File: src/rtl/periph_bus_ctrl_pkg.sv
// Shared definitions for the peripheral bus controller.
//   state_t     : controller FSM encoding
//   SLV_*       : bit position of each peripheral in select/valid/ready vectors
//   NUM_SLV     : number of peripherals behind the controller
//   prio_sel()  : reduces a select vector to one hot, lowest index first
package periph_bus_ctrl_pkg;

    typedef enum logic [1:0] {
        ST_IDLE   = 2'd0,
        ST_ACCESS = 2'd1,
        ST_RESP   = 2'd2,
        ST_ERR    = 2'd3
    } state_t;

    localparam int NUM_SLV  = 3;
    localparam int SLV_PLIC = 0;
    localparam int SLV_GPIO = 1;
    localparam int SLV_UART = 2;

    // The decoder should never assert more than one select; if it does, the
    // lowest index (PLIC, then GPIO, then UART) is the one that is served.
    function automatic logic [NUM_SLV-1:0] prio_sel(input logic [NUM_SLV-1:0] sel);
        logic [NUM_SLV-1:0] grant;
        grant = '0;
        for (int i = NUM_SLV - 1; i >= 0; i--) begin
            if (sel[i]) begin
                grant    = '0;
                grant[i] = 1'b1;
            end
        end
        return grant;
    endfunction

endpackage

File: src/rtl/periph_rdata_mux.sv
// One-hot read data multiplexer.
//   sel       : one-hot peripheral select (all zero gives zero output)
//   rdata_in  : concatenated peripheral read data, peripheral i at [i*W +: W]
//   rdata_out : read data of the selected peripheral
module periph_rdata_mux #(
    parameter int NUM = 3,
    parameter int W   = 32
) (
    input  logic [NUM-1:0]   sel,
    input  logic [NUM*W-1:0] rdata_in,
    output logic [W-1:0]     rdata_out
);

    // AND-OR structure: no priority chain, grows linearly with NUM.
    always_comb begin
        rdata_out = '0;
        for (int i = 0; i < NUM; i++) begin
            if (sel[i]) begin
                rdata_out = rdata_out | rdata_in[i*W +: W];
            end
        end
    end

endmodule

File: src/rtl/periph_bus_ctrl.sv
// Single-outstanding transaction controller between the CPU load/store port
// and the memory-mapped peripherals (PLIC, GPIO, UART).
//   clk, rst                 : clock, asynchronous active-high reset
//   cpu_req/we/addr/wdata/wstrb : CPU request, accepted while cpu_ready=1
//   cpu_ready                : controller idle and able to accept
//   cpu_rvalid/rdata/err     : one-cycle response; rdata holds between responses
//   sel_plic/gpio/uart       : one-hot selects from the external address decoder
//   periph_addr/wdata/wstrb/we : latched request, shared by all peripherals
//   <p>_valid/ready/rdata    : per-peripheral handshake and read data
module periph_bus_ctrl
    import periph_bus_ctrl_pkg::*;
#(
    parameter int unsigned TIMEOUT_CYC = 16,
    parameter logic [31:0] ERR_RDATA   = 32'h0000_0000
) (
    input  logic        clk,
    input  logic        rst,
    input  logic        cpu_req,
    input  logic        cpu_we,
    input  logic [31:0] cpu_addr,
    input  logic [31:0] cpu_wdata,
    input  logic [3:0]  cpu_wstrb,
    output logic        cpu_ready,
    output logic        cpu_rvalid,
    output logic [31:0] cpu_rdata,
    output logic        cpu_err,
    input  logic        sel_plic,
    input  logic        sel_gpio,
    input  logic        sel_uart,
    output logic [31:0] periph_addr,
    output logic [31:0] periph_wdata,
    output logic [3:0]  periph_wstrb,
    output logic        periph_we,
    output logic        plic_valid,
    output logic        gpio_valid,
    output logic        uart_valid,
    input  logic        plic_ready,
    input  logic        gpio_ready,
    input  logic        uart_ready,
    input  logic [31:0] plic_rdata,
    input  logic [31:0] gpio_rdata,
    input  logic [31:0] uart_rdata
);

    localparam int CNT_W = ($clog2(TIMEOUT_CYC + 1) > 5) ? $clog2(TIMEOUT_CYC + 1) : 5;
    localparam logic [CNT_W-1:0] CNT_LAST = (TIMEOUT_CYC == 0) ? '0 : CNT_W'(TIMEOUT_CYC - 1);

    state_t               state_q, state_d;
    logic [NUM_SLV-1:0]   sel_raw, sel_in, sel_q, ready_vec;
    logic [CNT_W-1:0]     cnt_q;
    logic [31:0]          rdata_q, rdata_mux;
    logic                 slv_ready, timeout_hit;

    always_comb begin
        sel_raw           = '0;
        sel_raw[SLV_PLIC] = sel_plic;
        sel_raw[SLV_GPIO] = sel_gpio;
        sel_raw[SLV_UART] = sel_uart;
        ready_vec           = '0;
        ready_vec[SLV_PLIC] = plic_ready;
        ready_vec[SLV_GPIO] = gpio_ready;
        ready_vec[SLV_UART] = uart_ready;
    end

    assign sel_in = prio_sel(sel_raw);

    // Only the latched target's ready counts; stray readies are masked here.
    assign slv_ready   = |(sel_q & ready_vec);
    assign timeout_hit = (TIMEOUT_CYC != 0) && (cnt_q == CNT_LAST);

    periph_rdata_mux #(
        .NUM (NUM_SLV),
        .W   (32)
    ) u_rdata_mux (
        .sel       (sel_q),
        .rdata_in  ({uart_rdata, gpio_rdata, plic_rdata}),
        .rdata_out (rdata_mux)
    );

    always_ff @(posedge clk or posedge rst) begin
        if (rst) begin
            state_q <= ST_IDLE;
        end else begin
            state_q <= state_d;
        end
    end

    // Ready beats timeout when both land in the same cycle.
    always_comb begin
        state_d = state_q;
        case (state_q)
            ST_IDLE: begin
                if (cpu_req) begin
                    state_d = (|sel_in) ? ST_ACCESS : ST_ERR;
                end
            end
            ST_ACCESS: begin
                if (slv_ready) begin
                    state_d = ST_RESP;
                end else if (timeout_hit) begin
                    state_d = ST_ERR;
                end
            end
            ST_RESP: state_d = ST_IDLE;
            ST_ERR:  state_d = ST_IDLE;
            default: state_d = ST_IDLE;
        endcase
    end

    // Request latch, wait counter and response data register. cpu_rdata is
    // loaded on the edge that enters RESP/ERR so it is valid with cpu_rvalid
    // and then simply holds until the next response.
    always_ff @(posedge clk or posedge rst) begin
        if (rst) begin
            periph_addr  <= '0;
            periph_wdata <= '0;
            periph_wstrb <= '0;
            periph_we    <= 1'b0;
            sel_q        <= '0;
            cnt_q        <= '0;
            rdata_q      <= '0;
        end else begin
            case (state_q)
                ST_IDLE: begin
                    if (cpu_req) begin
                        periph_addr  <= cpu_addr;
                        periph_wdata <= cpu_wdata;
                        periph_wstrb <= cpu_wstrb;
                        periph_we    <= cpu_we;
                        sel_q        <= sel_in;
                        cnt_q        <= '0;
                        if (!(|sel_in)) begin
                            rdata_q <= ERR_RDATA;
                        end
                    end
                end
                ST_ACCESS: begin
                    cnt_q <= cnt_q + CNT_W'(1);
                    if (slv_ready) begin
                        rdata_q <= periph_we ? 32'h0 : rdata_mux;
                    end else if (timeout_hit) begin
                        rdata_q <= ERR_RDATA;
                    end
                end
                default: ;
            endcase
        end
    end

    assign cpu_ready  = (state_q == ST_IDLE);
    assign cpu_rvalid = (state_q == ST_RESP) || (state_q == ST_ERR);
    assign cpu_err    = (state_q == ST_ERR);
    assign cpu_rdata  = rdata_q;

    // Decoded from registered state so all valids fall as soon as rst rises.
    assign plic_valid = (state_q == ST_ACCESS) && sel_q[SLV_PLIC];
    assign gpio_valid = (state_q == ST_ACCESS) && sel_q[SLV_GPIO];
    assign uart_valid = (state_q == ST_ACCESS) && sel_q[SLV_UART];

endmodule

File: config.mk
export PLATFORM = sky130hd
export DESIGN_NAME = periph_bus_ctrl
export DESIGN_NICKNAME = d
export VERILOG_FILES = /design/src/rtl/periph_bus_ctrl_pkg.sv /design/src/rtl/periph_rdata_mux.sv /design/src/rtl/periph_bus_ctrl.sv
export SDC_FILE = /design/constraint.sdc
export NUM_CORES = 1
export LEC_CHECK = 0
export CORE_UTILIZATION = 37
export DETAILED_ROUTE_END_ITERATION = 6
export PLACE_DENSITY = 0.8
export SYNTH_ARGS = -nofsm -noshare
export SYNTH_HDL_FRONTEND = slang
export SYNTH_SLANG_ARGS = --single-unit
export TNS_END_PERCENT = 100
File: constraint.sdc
create_clock -name clk -period 5.35 [get_ports clk]
set_input_delay 1.3375 -clock clk [delete_from_list [all_inputs] [get_ports clk]]
set_output_delay 1.3375 -clock clk [all_outputs]
set_load 0.02 [all_outputs]
==> impl_metrics.ini <==
[run_status]
outcome = finished, final reports clean

[flow_run]
cap_violations = 0

[pwr]
p_per_area_nw_per_um2 = 570.9
fin_total_pwr_mw = 4.442
ir_drop_uv = 281.0
p_leak_nw = 3.474

[routing]
wl_per_cell_um = 16.39
drt-initial-drc-count = 400
wl_mm = 14.73
route.vias.total = 4483
routed_via_density = 4.987
firstDrtPassIters = 6
drc = 0
ant_nets = 0

[logic_synthesis]
synth_top_area_cell = dfrtp_1
synthCells = 467
yosysMostFrequentCell = nand2_1
ys_seq_area_frac = 0.6026
ys_async_sr_fraction = 1.000
ys.flop_type = dfrtp_1
synth_top_cell_area_share = 0.6026
synth_commonest_cells = nand2_1 (215), dfrtp_1 (111), a222oi_1 (33)
synth_nets = 643
synth_cell_type_count = 25
netlist_area_um2 = 4609
postSynthAreaPerCell_um2 = 9.870
yosysWarningCount = 0
synth-edff-count = 0
synth_area_leaders = dfrtp_1 (60%), nand2_1 (18%), a222oi_1 (7.2%)
ys_ff_latch = 111

[critical_path]
crit_required_ps = 4010
crit_buf_inv = 1
rrSetupSlack_ps = 2880
critPathTopFamily = buffers and inverters
cp-end-kind = output port
crit_chain = nor2b_1, and2_1, clkdlybuf4s50_1
slowest_stage = clkdlybuf4s50_1
slowest_delay_ps = 640
path_max_fanout = 9
worstSetupStartpointType = flip-flop
critPathArrivalTime_ps = 1980
path_class = reg2out

[clock_tree]
cts_hold_buf = 0
cts_sinks = 111
post_cts_buffers = 0
cts_max_path_buffers = 2
h-tree-depth = 3
clk_latency_ps = 340
path_clk_slew_ps = 70
root_buffer = clkbuf_16
numCtsBuffers = 9
cts_resized = 0
cts_tree = built

[sta]
fmax_ghz = 0.3016
grt_setup_unrepaired = no
slew_headroom = 0.3105
finalCriticalPeriod_ps = 3316
tns_ps = 0
fin_skew_ps = 5.975
maxSlewViolCount = 0
fin_crit_sh = 0.6198
hold_ws_ps = 474.2
hold_viol = 0
finalWorstSetupSlack_ps = 2034
setup_viol = 0
tightest_slew_ps = 1034

[placed_design]
dp_hpwl_mm = 10.81
pre_cts_ws_ps = 1753
numPortBuffers = 280
placed_cell_area_um2 = 7505
gp_congestion = 0.8512
placedCellCount = 883

[floorplan]
fp.dieW_um = 113.6
coreArea_um2 = 12060
die_h_um = 113.6
num_rows = 40
dieArea_um2 = 12910
start_util = 0.3822
io_pins = 281

[layout]
final-seq-area_um2 = 2778
diodes = 0
postLayoutCellArea_um2 = 7780
multi_input_area_um2 = 1648
drive_gt1_frac = 0.03694
finalNonFillerCells = 899
fin_util = 0.6450
fill_cells = 960
syn2layout_area_growth_pct = 68.78
layout.nets = 902

[global_routing]
grt_pass1_wl_mm = 22.88
grt_use_total = 0.2259
met1_usage = 0.2617
grtUsageMet3 = 0.06695
antenna_found_initial = 0
grt_overflow_total = 0
top_usage_layer = met2
grtUsageMet2 = 0.3988
grt_start_max_net_pins = 82
first_global_vias = 4576

[worst_hold_path]
hp-class = reg2reg
sequential cells by signal, indices dropped and copies added, names as in the netlist:
name	count
cnt_q	5
cpu_rdata	32
periph_addr	32
periph_wdata	32
periph_we	1
periph_wstrb	4
sel_q	3
state_q	2
where the power goes:
part	total, mW	internal [mW]	switching, mW
clock	0.628	0.316	0.312
sequential	1.49	1.24	0.250
combinational	2.32	1.08	1.24
total	4.44	2.64	1.80
final timing paths:
kind                                   from          endpoint  depth (start not counted)
hold reg to reg            periph_wdata[30]  periph_wdata[30]                          2
hold / removal             periph_wdata[30]  periph_wdata[30]                          2
setup reg to reg                   sel_q[0]     cpu_rdata[10]                          4
setup / recovery                 state_q[0]        plic_valid                          3
max in group asynchronous               rst  periph_wdata[16]                          3
min in group asynchronous               rst  periph_wdata[27]                          2
worst min-delay path: stages, from the launching register on:
cell and delay [ps]:
dfrtp_1 340, nand2_1 50, nand2_1 50
logic make-up after synthesis:
family,after synthesis,synth area share
compound gates,70,0.1393
xor+xnor,1,0.001900
fa+ha+maj,2,0.005428
buf+inv,43,0.04099
flops,111,0.6026
mux,3,0.006786
simple gates,237,0.2030
cell type report:
cell class | count | share of cell area
clock buffers | 9 | 0.02895
multi-input cells | 313 | 0.2118
inverters | 5 | 0.002734
flip-flops and latches | 111 | 0.3570
clock inverters | 7 | 0.006433
repair buffers | 286 | 0.3660
well taps | 168 | 0.02702
placed cells by master (no fill, tap or decap), drive strengths merged:
cell type,instances
ha,2
mux2,1
o21ai,4
and3,1
nor3b,1
or3b,1
clkdlybuf4s50,280
nand3b,1
or4b,1
nand3,6
a222oi,33
nand2b,1
nand2,215
buf,6
nor2b,2
dfrtp,111
o2bb2ai,32
nor2,4
mux2i,2
and2,3
a221o,1
clkinv,4
clkbuf,9
xor2,1
clkinvlp,3
or3,1
inv,5
per-layer routing:
layer,routed length [µm],vias up
li1,-,2112
met3,1316,22
met2,7541,209
met5,0,-
met4,313,0
met1,5562,2140
(Power assumes the default switching activity.)
